## src/rtl/display_pkg.sv

```systemverilog
// Shared constants and helpers for the display scan controller.
package display_pkg;

  localparam int NUM_DIGITS = 4;
  localparam int DIGIT_W    = 4;
  localparam int SEL_W      = 2;
  localparam int VALUE_W    = NUM_DIGITS * DIGIT_W;

  localparam logic [NUM_DIGITS-1:0] ANODE_OFF = 4'b1111;

  // Active-low one-hot anode pattern for the selected digit.
  function automatic logic [NUM_DIGITS-1:0] sel_to_anode(input logic [SEL_W-1:0] sel);
    logic [NUM_DIGITS-1:0] onehot;
    onehot      = '0;
    onehot[sel] = 1'b1;
    return ~onehot;
  endfunction

endpackage

```

## src/rtl/display_scan_controller_if.sv

```systemverilog
// Value-load and display signals between a host and the scan controller.
import display_pkg::*;

interface display_scan_controller_if;
  logic                  enable;
  logic [VALUE_W-1:0]    loadValue;
  logic                  loadStrobe;
  logic [NUM_DIGITS-1:0] blankMask;
  logic [VALUE_W-1:0]    displayInfo;
  logic [SEL_W-1:0]      selection;
  logic [NUM_DIGITS-1:0] anode;
  logic                  pending;
  logic                  loadAck;

  modport master (
    output enable, loadValue, loadStrobe, blankMask,
    input  displayInfo, selection, anode, pending, loadAck
  );

  modport slave (
    input  enable, loadValue, loadStrobe, blankMask,
    output displayInfo, selection, anode, pending, loadAck
  );
endinterface

```

## src/rtl/display_scan_controller_tick_divider.sv

```systemverilog
// Free-running 0..TICKS-1 counter with a terminal-count tick; holds while en is low.
import display_pkg::*;

module tick_divider #(
  parameter int TICKS = 4
) (
  input  logic                     clk,
  input  logic                     reset,
  input  logic                     en,
  output logic [$clog2(TICKS)-1:0] count,
  output logic                     tick
);

  localparam int CW = $clog2(TICKS);

  logic [CW-1:0] count_q, count_d;

  assign tick  = en && (count_q == CW'(TICKS - 1));
  assign count = count_q;

  always_comb begin
    count_d = count_q;
    if (tick) begin
      count_d = '0;
    end else if (en) begin
      count_d = count_q + CW'(1);
    end
  end

  always_ff @(posedge clk or posedge reset) begin
    if (reset) begin
      count_q <= '0;
    end else begin
      count_q <= count_d;
    end
  end

endmodule

```

## src/rtl/display_scan_controller.sv

```systemverilog
// Digit scanner for a 4-digit seven-segment decoder with frame-aligned value commit.
import display_pkg::*;

module display_scan_controller #(
  parameter int TICKS_PER_DIGIT = 100000,
  parameter int BLANK_TICKS     = 16
) (
  input  logic                     clk,
  input  logic                     reset,
  display_scan_controller_if.slave bus
);

  localparam int COUNT_W = $clog2(TICKS_PER_DIGIT);

  logic [COUNT_W-1:0]  prescaler;
  logic                tick;
  logic                in_blank;
  logic                commit_evt;
  logic                do_commit;

  logic [SEL_W-1:0]    sel_q, sel_d;
  logic [VALUE_W-1:0]  disp_q, disp_d;
  logic [VALUE_W-1:0]  shadow_q, shadow_d;
  logic                pending_q, pending_d;
  logic                ack_q, ack_d;

  tick_divider #(.TICKS(TICKS_PER_DIGIT)) u_prescaler (
    .clk   (clk),
    .reset (reset),
    .en    (bus.enable),
    .count (prescaler),
    .tick  (tick)
  );

  generate
    if (BLANK_TICKS > 0) begin : g_blank
      assign in_blank = (prescaler < COUNT_W'(BLANK_TICKS));
    end else begin : g_no_blank
      assign in_blank = 1'b0;
    end
  endgenerate

  // Frame boundary: leaving digit 3, or any edge while the display is off.
  assign commit_evt = (tick && (sel_q == SEL_W'(NUM_DIGITS - 1))) || !bus.enable;
  assign do_commit  = commit_evt && (pending_q || bus.loadStrobe);

  always_comb begin
    sel_d     = sel_q;
    disp_d    = disp_q;
    shadow_d  = shadow_q;
    pending_d = pending_q;
    ack_d     = 1'b0;

    if (tick) begin
      sel_d = sel_q + SEL_W'(1);
    end

    if (do_commit) begin
      // A strobe on the commit edge bypasses the shadow so it is never stale.
      disp_d    = bus.loadStrobe ? bus.loadValue : shadow_q;
      pending_d = 1'b0;
      ack_d     = 1'b1;
    end else if (bus.loadStrobe) begin
      shadow_d  = bus.loadValue;
      pending_d = 1'b1;
    end
  end

  always_ff @(posedge clk or posedge reset) begin
    if (reset) begin
      sel_q     <= '0;
      disp_q    <= '0;
      shadow_q  <= '0;
      pending_q <= 1'b0;
      ack_q     <= 1'b0;
    end else begin
      sel_q     <= sel_d;
      disp_q    <= disp_d;
      shadow_q  <= shadow_d;
      pending_q <= pending_d;
      ack_q     <= ack_d;
    end
  end

  always_comb begin
    bus.anode = sel_to_anode(sel_q);
    if (reset || !bus.enable || in_blank || bus.blankMask[sel_q]) begin
      bus.anode = ANODE_OFF;
    end
  end

  assign bus.selection   = sel_q;
  assign bus.displayInfo = disp_q;
  assign bus.pending     = pending_q;
  assign bus.loadAck     = ack_q;

endmodule
```

## src/flat_wrapper.sv

```systemverilog
// flat-port wrapper written by rule: the top's interface ports become plain ports
module display_scan_controller_flat 
#(
  parameter int TICKS_PER_DIGIT = 100000,
  parameter int BLANK_TICKS     = 16
)
  (clk, reset, bus_enable, bus_loadValue, bus_loadStrobe, bus_blankMask, bus_displayInfo, bus_selection, bus_anode, bus_pending, bus_loadAck);
  display_scan_controller_if bus_i ();
  input  logic clk;
  input  logic reset;
  input wire logic [$bits(bus_i.enable)-1:0] bus_enable;
  input wire logic [$bits(bus_i.loadValue)-1:0] bus_loadValue;
  input wire logic [$bits(bus_i.loadStrobe)-1:0] bus_loadStrobe;
  input wire logic [$bits(bus_i.blankMask)-1:0] bus_blankMask;
  output wire logic [$bits(bus_i.displayInfo)-1:0] bus_displayInfo;
  output wire logic [$bits(bus_i.selection)-1:0] bus_selection;
  output wire logic [$bits(bus_i.anode)-1:0] bus_anode;
  output wire logic [$bits(bus_i.pending)-1:0] bus_pending;
  output wire logic [$bits(bus_i.loadAck)-1:0] bus_loadAck;
  assign bus_i.enable = bus_enable;
  assign bus_i.loadValue = bus_loadValue;
  assign bus_i.loadStrobe = bus_loadStrobe;
  assign bus_i.blankMask = bus_blankMask;
  assign bus_displayInfo = bus_i.displayInfo;
  assign bus_selection = bus_i.selection;
  assign bus_anode = bus_i.anode;
  assign bus_pending = bus_i.pending;
  assign bus_loadAck = bus_i.loadAck;
  display_scan_controller #(.TICKS_PER_DIGIT(TICKS_PER_DIGIT), .BLANK_TICKS(BLANK_TICKS)) u_core (.clk(clk), .reset(reset), .bus(bus_i));
endmodule
```

## config.mk

```make
export PLATFORM = sky130hd
export DESIGN_NAME = display_scan_controller_flat
export DESIGN_NICKNAME = d
export VERILOG_FILES = /design/src/rtl/display_pkg.sv /design/src/rtl/display_scan_controller_if.sv /design/src/rtl/display_scan_controller_tick_divider.sv /design/src/rtl/display_scan_controller.sv /design/src/flat_wrapper.sv
export SDC_FILE = /design/constraint.sdc
export NUM_CORES = 1
export LEC_CHECK = 0
export BUFFER_PORTS_ARGS = -buffer_cell sky130_fd_sc_hd__buf_4
export CORE_MARGIN = 2
export CORE_UTILIZATION = 40
export DETAILED_ROUTE_END_ITERATION = 8
export MAX_ROUTING_LAYER = met4
export SYNTH_ARGS = -nofsm -noshare
export SYNTH_HDL_FRONTEND = slang
export SYNTH_SLANG_ARGS = --single-unit
```

## constraint.sdc

```tcl
create_clock -name clk -period 5.9 [get_ports clk]
set_input_delay 0.885 -clock clk [delete_from_list [all_inputs] [get_ports clk]]
set_output_delay 0.885 -clock clk [all_outputs]
set_load 0.02 [all_outputs]
```

# ---- Yosys cells after proc, flatten, opt, wreduce, memory -nomap -nowiden
# Index checks and enable logic that the tools add are counted.
dict set report word_totals {
  reg_bits 53
  input_bits 24
  out_inout_bits 24
  wordCells 37
}
dict set report op_classes {
  n_addsub 2
  magnitude_cmp 3
  n_eq_ne 2
  mux 11
  bitwise 1
  reduce_logical 12
}
# op count
set op_table {}
lappend op_table {{$mux W17} 2}
lappend op_table {{$add A17 B1 Y17 const B} 1}
lappend op_table {{$eq A17 B17 Y1 const B} 1}
lappend op_table {{$lt A17 B5 Y1 const B} 1}
lappend op_table {{$mux W16} 1}
lappend op_table {{$logic_or A1 B1 Y1} 5}
lappend op_table {{$mux W1} 5}
lappend op_table {{$logic_and A1 B1 Y1} 4}
lappend op_table {{$mux W4} 1}
lappend op_table {{$not A4 Y4} 1}
lappend op_table {{$reduce_bool A2 Y1} 2}
lappend op_table {{$lt A2 B3 Y1 const B} 1}
lappend op_table {{$add A2 B1 Y2 const B} 1}
lappend op_table {{$bmux W1 S2} 1}
lappend op_table {{$demux W1 S2} 1}
lappend op_table {{$eq A2 B2 Y1 const B} 1}
lappend op_table {{$ge A2 B1 Y1 const B} 1}
lappend op_table {{$logic_not A1 Y1} 1}

# ---- Longest topological paths before layout
dict set report logic_depth {
  depth_word 6
  ltp_mapped 7
  ltp_nobuf 5
}

# ---- By module
# From an unflattened synthesis, not the netlist that was laid out.
dict set report hier_totals {
  hier_cells 203
  hier_area_um2 2593.7
}
# mod n_inst cells_per_inst area_per_inst_um2 seq_area_each_um2
set by_module_without_submodules {}
lappend by_module_without_submodules {display_scan_controller 1 117 1740.4 900.9}
lappend by_module_without_submodules {tick_divider 1 86 853.3 425.4}

# ---- Worst setup path after synthesis
# OpenSTA, ideal clock, no wires.
dict set report synth_path {
  path_kind {input -> output}
  startpoint {input port bus_blankMask[3]}
  endpoint {output port bus_anode[0]}
  arrival_ns 2.021
  t_required_ns 5.015
  slack_ns 2.994
  stages 3
  path_buffers 0
  path_cell_list {mux4_2 a2111oi_2 nand2_1}
}
dict set report synth_between {
  elab_chain_cells 4
}
# item line
set synth_lines {}
lappend synth_lines {{start: declaration} flat_wrapper.sv:14} ;# input wire logic [$bits(bus_i.blankMask)-1:0] bus_blankMask;
lappend synth_lines {{$bmux W1 S2} display_scan_controller.sv:87} ;# if (reset || !bus.enable || in_blank || bus.blankMask[sel_q]) begin
lappend synth_lines {{$mux W1 (implied by the code)} display_scan_controller.sv:87}
lappend synth_lines {{$logic_or A1 B1 Y1} display_scan_controller.sv:87}
lappend synth_lines {{$mux W4} display_scan_controller.sv:87}
lappend synth_lines {{end: declaration} flat_wrapper.sv:17} ;# output wire logic [$bits(bus_i.anode)-1:0] bus_anode;
# Every way passes these cells. The select of a mux whose other input is x is not followed.

# ---- Final worst setup path
# Ends and elaborated chain as after synthesis.

==> metrics <==
run status completed; num rows 31; synthesized instance count between 300 and 400; area grow syn2layout 16.5%; post-layout util 0.487; total core area 7330 sq um; transition time at the pin with the least slew margin 0.957 ns; antenna diode count 0; power density of the placed cells 268 nW/um^2; number of setup buffers added after CTS 0; setup repair after global routing missed its margin no; quantity of gates resized following cts 0; capturing element type of the critical path output port; overall fraction of global-route tracks in use 0.176; Final Critical Period 3.15 ns; Routability Congestion 0.814; max frequency 0.318 GHz; clock-pin slew on the worst setup and hold paths 0.10 ns; total half-perimeter wirelength after legalization and detailed placement 4580 microns; net count reported at finish 378; TritonCTS clock tree yes; worst IR drop on VDD 0.105 mV; type of element launching the critical path primary input; most instantiated flip-flop cell in the synthesis netlist sky130_fd_sc_hd__dfrtp_1; internal power contribution around 660 uW; router iterations before antenna repair 4; H-tree Lvls 2; count of endpoints failing hold in the final timing report 0; combined area of all synthesized cells 3070 sq um; Switching Share 0.310; count of state elements after synthesis 53; worst-case hold slack 0.521 ns; buffer depth of the longest clock path 2; met2 layer wire length in the routed design between 3000 and 4000 microns; final worst clock skew between 0.015 and 0.02 ns; count of flip-flops with a built-in enable after synthesis 0; input/output buffers 47; setup TNS 0 ns; class of the most critical hold timing path flip-flop to flip-flop; Synth area leader sky130_fd_sc_hd__dfrtp_1; wire length of the first global-routing pass roughly 12000 microns; overflow left after global routing 0; largest net degree at the start of global routing 54; worst slack after detailed placement 2.75 ns; initial antenna violation count 0; y dimension of the die 91.6 microns; die span in x slightly above 90 microns; min setup slack post-route 2.75 ns; Inserted Clock Buffers 5; Worst-Skew Late Latency 0.31 ns; Wirelength per Cell 15.4 microns; data required time at the worst endpoint between 5 and 6 ns; Arr. time, crit path 2.26 ns; leakage power figure 1.52 nW; number of design rule violations left after detail routing 0; starting utilization of the core area 0.419; Ports 48; via count of the first global-routing pass about 2400; switching pwr 297 uW; Gate power share 0.246; clock network power share 0.261; Synth async-reset ratio 1.00; Detailed Route Iter0 Violations 140; sequential share of the synthesized area 0.432; number of nets in the synthesized netlist 337; share of the synthesized area in the top cell type 0.432; sequential share of power 0.493; critical path class primary input to output port; count of warnings emitted by yosys 0; drt via density 5.36; die outline area ~8400 sq um; detailed-routed wire length on met3 195 microns; Clock Sinks 53; fraction of final layout cells sized beyond drive strength 1 0.280; vias post-DR 2407; Routed WL 6900 microns; hold buffer count at cts 0; Final Slew Violations 0; Clock Tree Root sky130_fd_sc_hd__clkbuf_8; ranking of synthesized cells by area sky130_fd_sc_hd__dfrtp_1 43%, sky130_fd_sc_hd__mux2_2 8.4%, sky130_fd_sc_hd__o21ai_0 5.7%; final setup fails 0; mean instance size in the synthesized netlist 9.96 sq um; maximum fanout encountered on the critical timing path 4; Max transition margin 0.362; highest metal layer with signal wires met4; wire length on met1 3450 microns; Final period util 0.534; count of different cell masters after synthesis 41; reported max-cap violation count 0; Post-DRT Antenna Nets 0
[flip-flops by register name (all words and copies together), names as in the netlist]
register and count:
u_core.shadow_q 16, u_core.bus.selection 2, u_core.bus.displayInfo 16, u_core.bus.pending 1
u_core.u_prescaler.count 17, u_core.bus.loadAck 1
[through the flow]
stage | power, mW | area [sq um] | cells
CTS | 0.966 | 3570 | 449
detailed placement | 0.716 | 3460 | 441
global route | 1.01 | 3570 | 449
floorplan | 0.632 | 3070 | 308
finish | 0.958 | 3570 | 449
global placement | 0.711 | 3460 | 441
[per-layer routing]
metal	vias up	track usage
li1	1184	-
met4	0	0.0455
met2	46	0.273
met1	1173	0.241
met3	4	0.0274
met5	-	-
[layout by cell type, fill, tap and decap left out, drive strengths merged, types with 2 or more instances in the layout]
cell and instances:
nor4 4, o21ai 35, or3 2, nor2 12, nand4 8, dfrtp 53, inv 5, a21oi 31
xor2 3, mux2 31, ha 5, nor3 6, or4 2, clkbuf 6, nand3 6, nand2 31
buf 51, nor2b 18, a22oi 15, xnor2 12
[cell usage after synthesis (all sizes together) (2+ instances only)]
cell type   n
dfrtp      53
o21ai      35
a21oi      31
mux2       31
nand2      31
nor2b      18
a22oi      15
nor2       12
xnor2      12
clkbuf     10
nand4       8
buf         7
nand3       6
nor3        6
ha          5
inv         5
nor4        4
xor2        3
or3         2
or4         2
[power groups by stage]
stage / Clock [mW] / Combinational, mW / Sequential, mW
final: 0.250 / 0.236 / 0.472
after global routing: 0.270 / 0.260 / 0.479
after CTS: 0.256 / 0.239 / 0.471
after detailed placement: 0 / 0.239 / 0.477
after global placement: 0 / 0.233 / 0.477
after floorplan: 0 / 0.143 / 0.489
[worst paths after layout]
check,slack [ns],cells after the start,startpoint,to
max,2.75,5,bus_blankMask[3],bus_anode[0]
min,0.52,1,u_core.shadow_q[15],u_core.shadow_q[15]
max reg2reg,3.34,5,u_core.u_prescaler.count[0],u_core.bus.displayInfo[13]
min reg2reg,0.52,1,u_core.shadow_q[15],u_core.shadow_q[15]
max in group asynchronous,4.65,3,reset,u_core.u_prescaler.count[13]
min in group asynchronous,0.75,3,reset,u_core.bus.selection[1]
[cells by family after synthesis]
logic type               Yosys count  synth area share
adder cells (fa/ha/maj)            5            0.0204
AO/OA/AOI/OAI                     88             0.165
flip-flops                        53             0.432
buffers and inverters             22            0.0428
multiplexers                      33             0.134
XOR/XNOR                          15            0.0428
AND/OR/NAND/NOR                   92             0.163
[cell type report]
cell class | instances | area [sq um]
clock buffer | 6 | 72.6
clock inverter | 2 | 38.8
fill | 694 | 3760
inverter | 5 | 18.8
multi-input combinational | 233 | 1610
sequential | 53 | 1330
tap | 99 | 124
timing repair buffer | 51 | 383
[critical path, cell delays in order]
cell	delay [ns]
sky130_fd_sc_hd__buf_4	0.11
sky130_fd_sc_hd__mux4_2	0.47
sky130_fd_sc_hd__a2111oi_2	0.51
sky130_fd_sc_hd__nand2_1	0.11
sky130_fd_sc_hd__buf_4	0.17
Power figures use the tool's default switching activity.
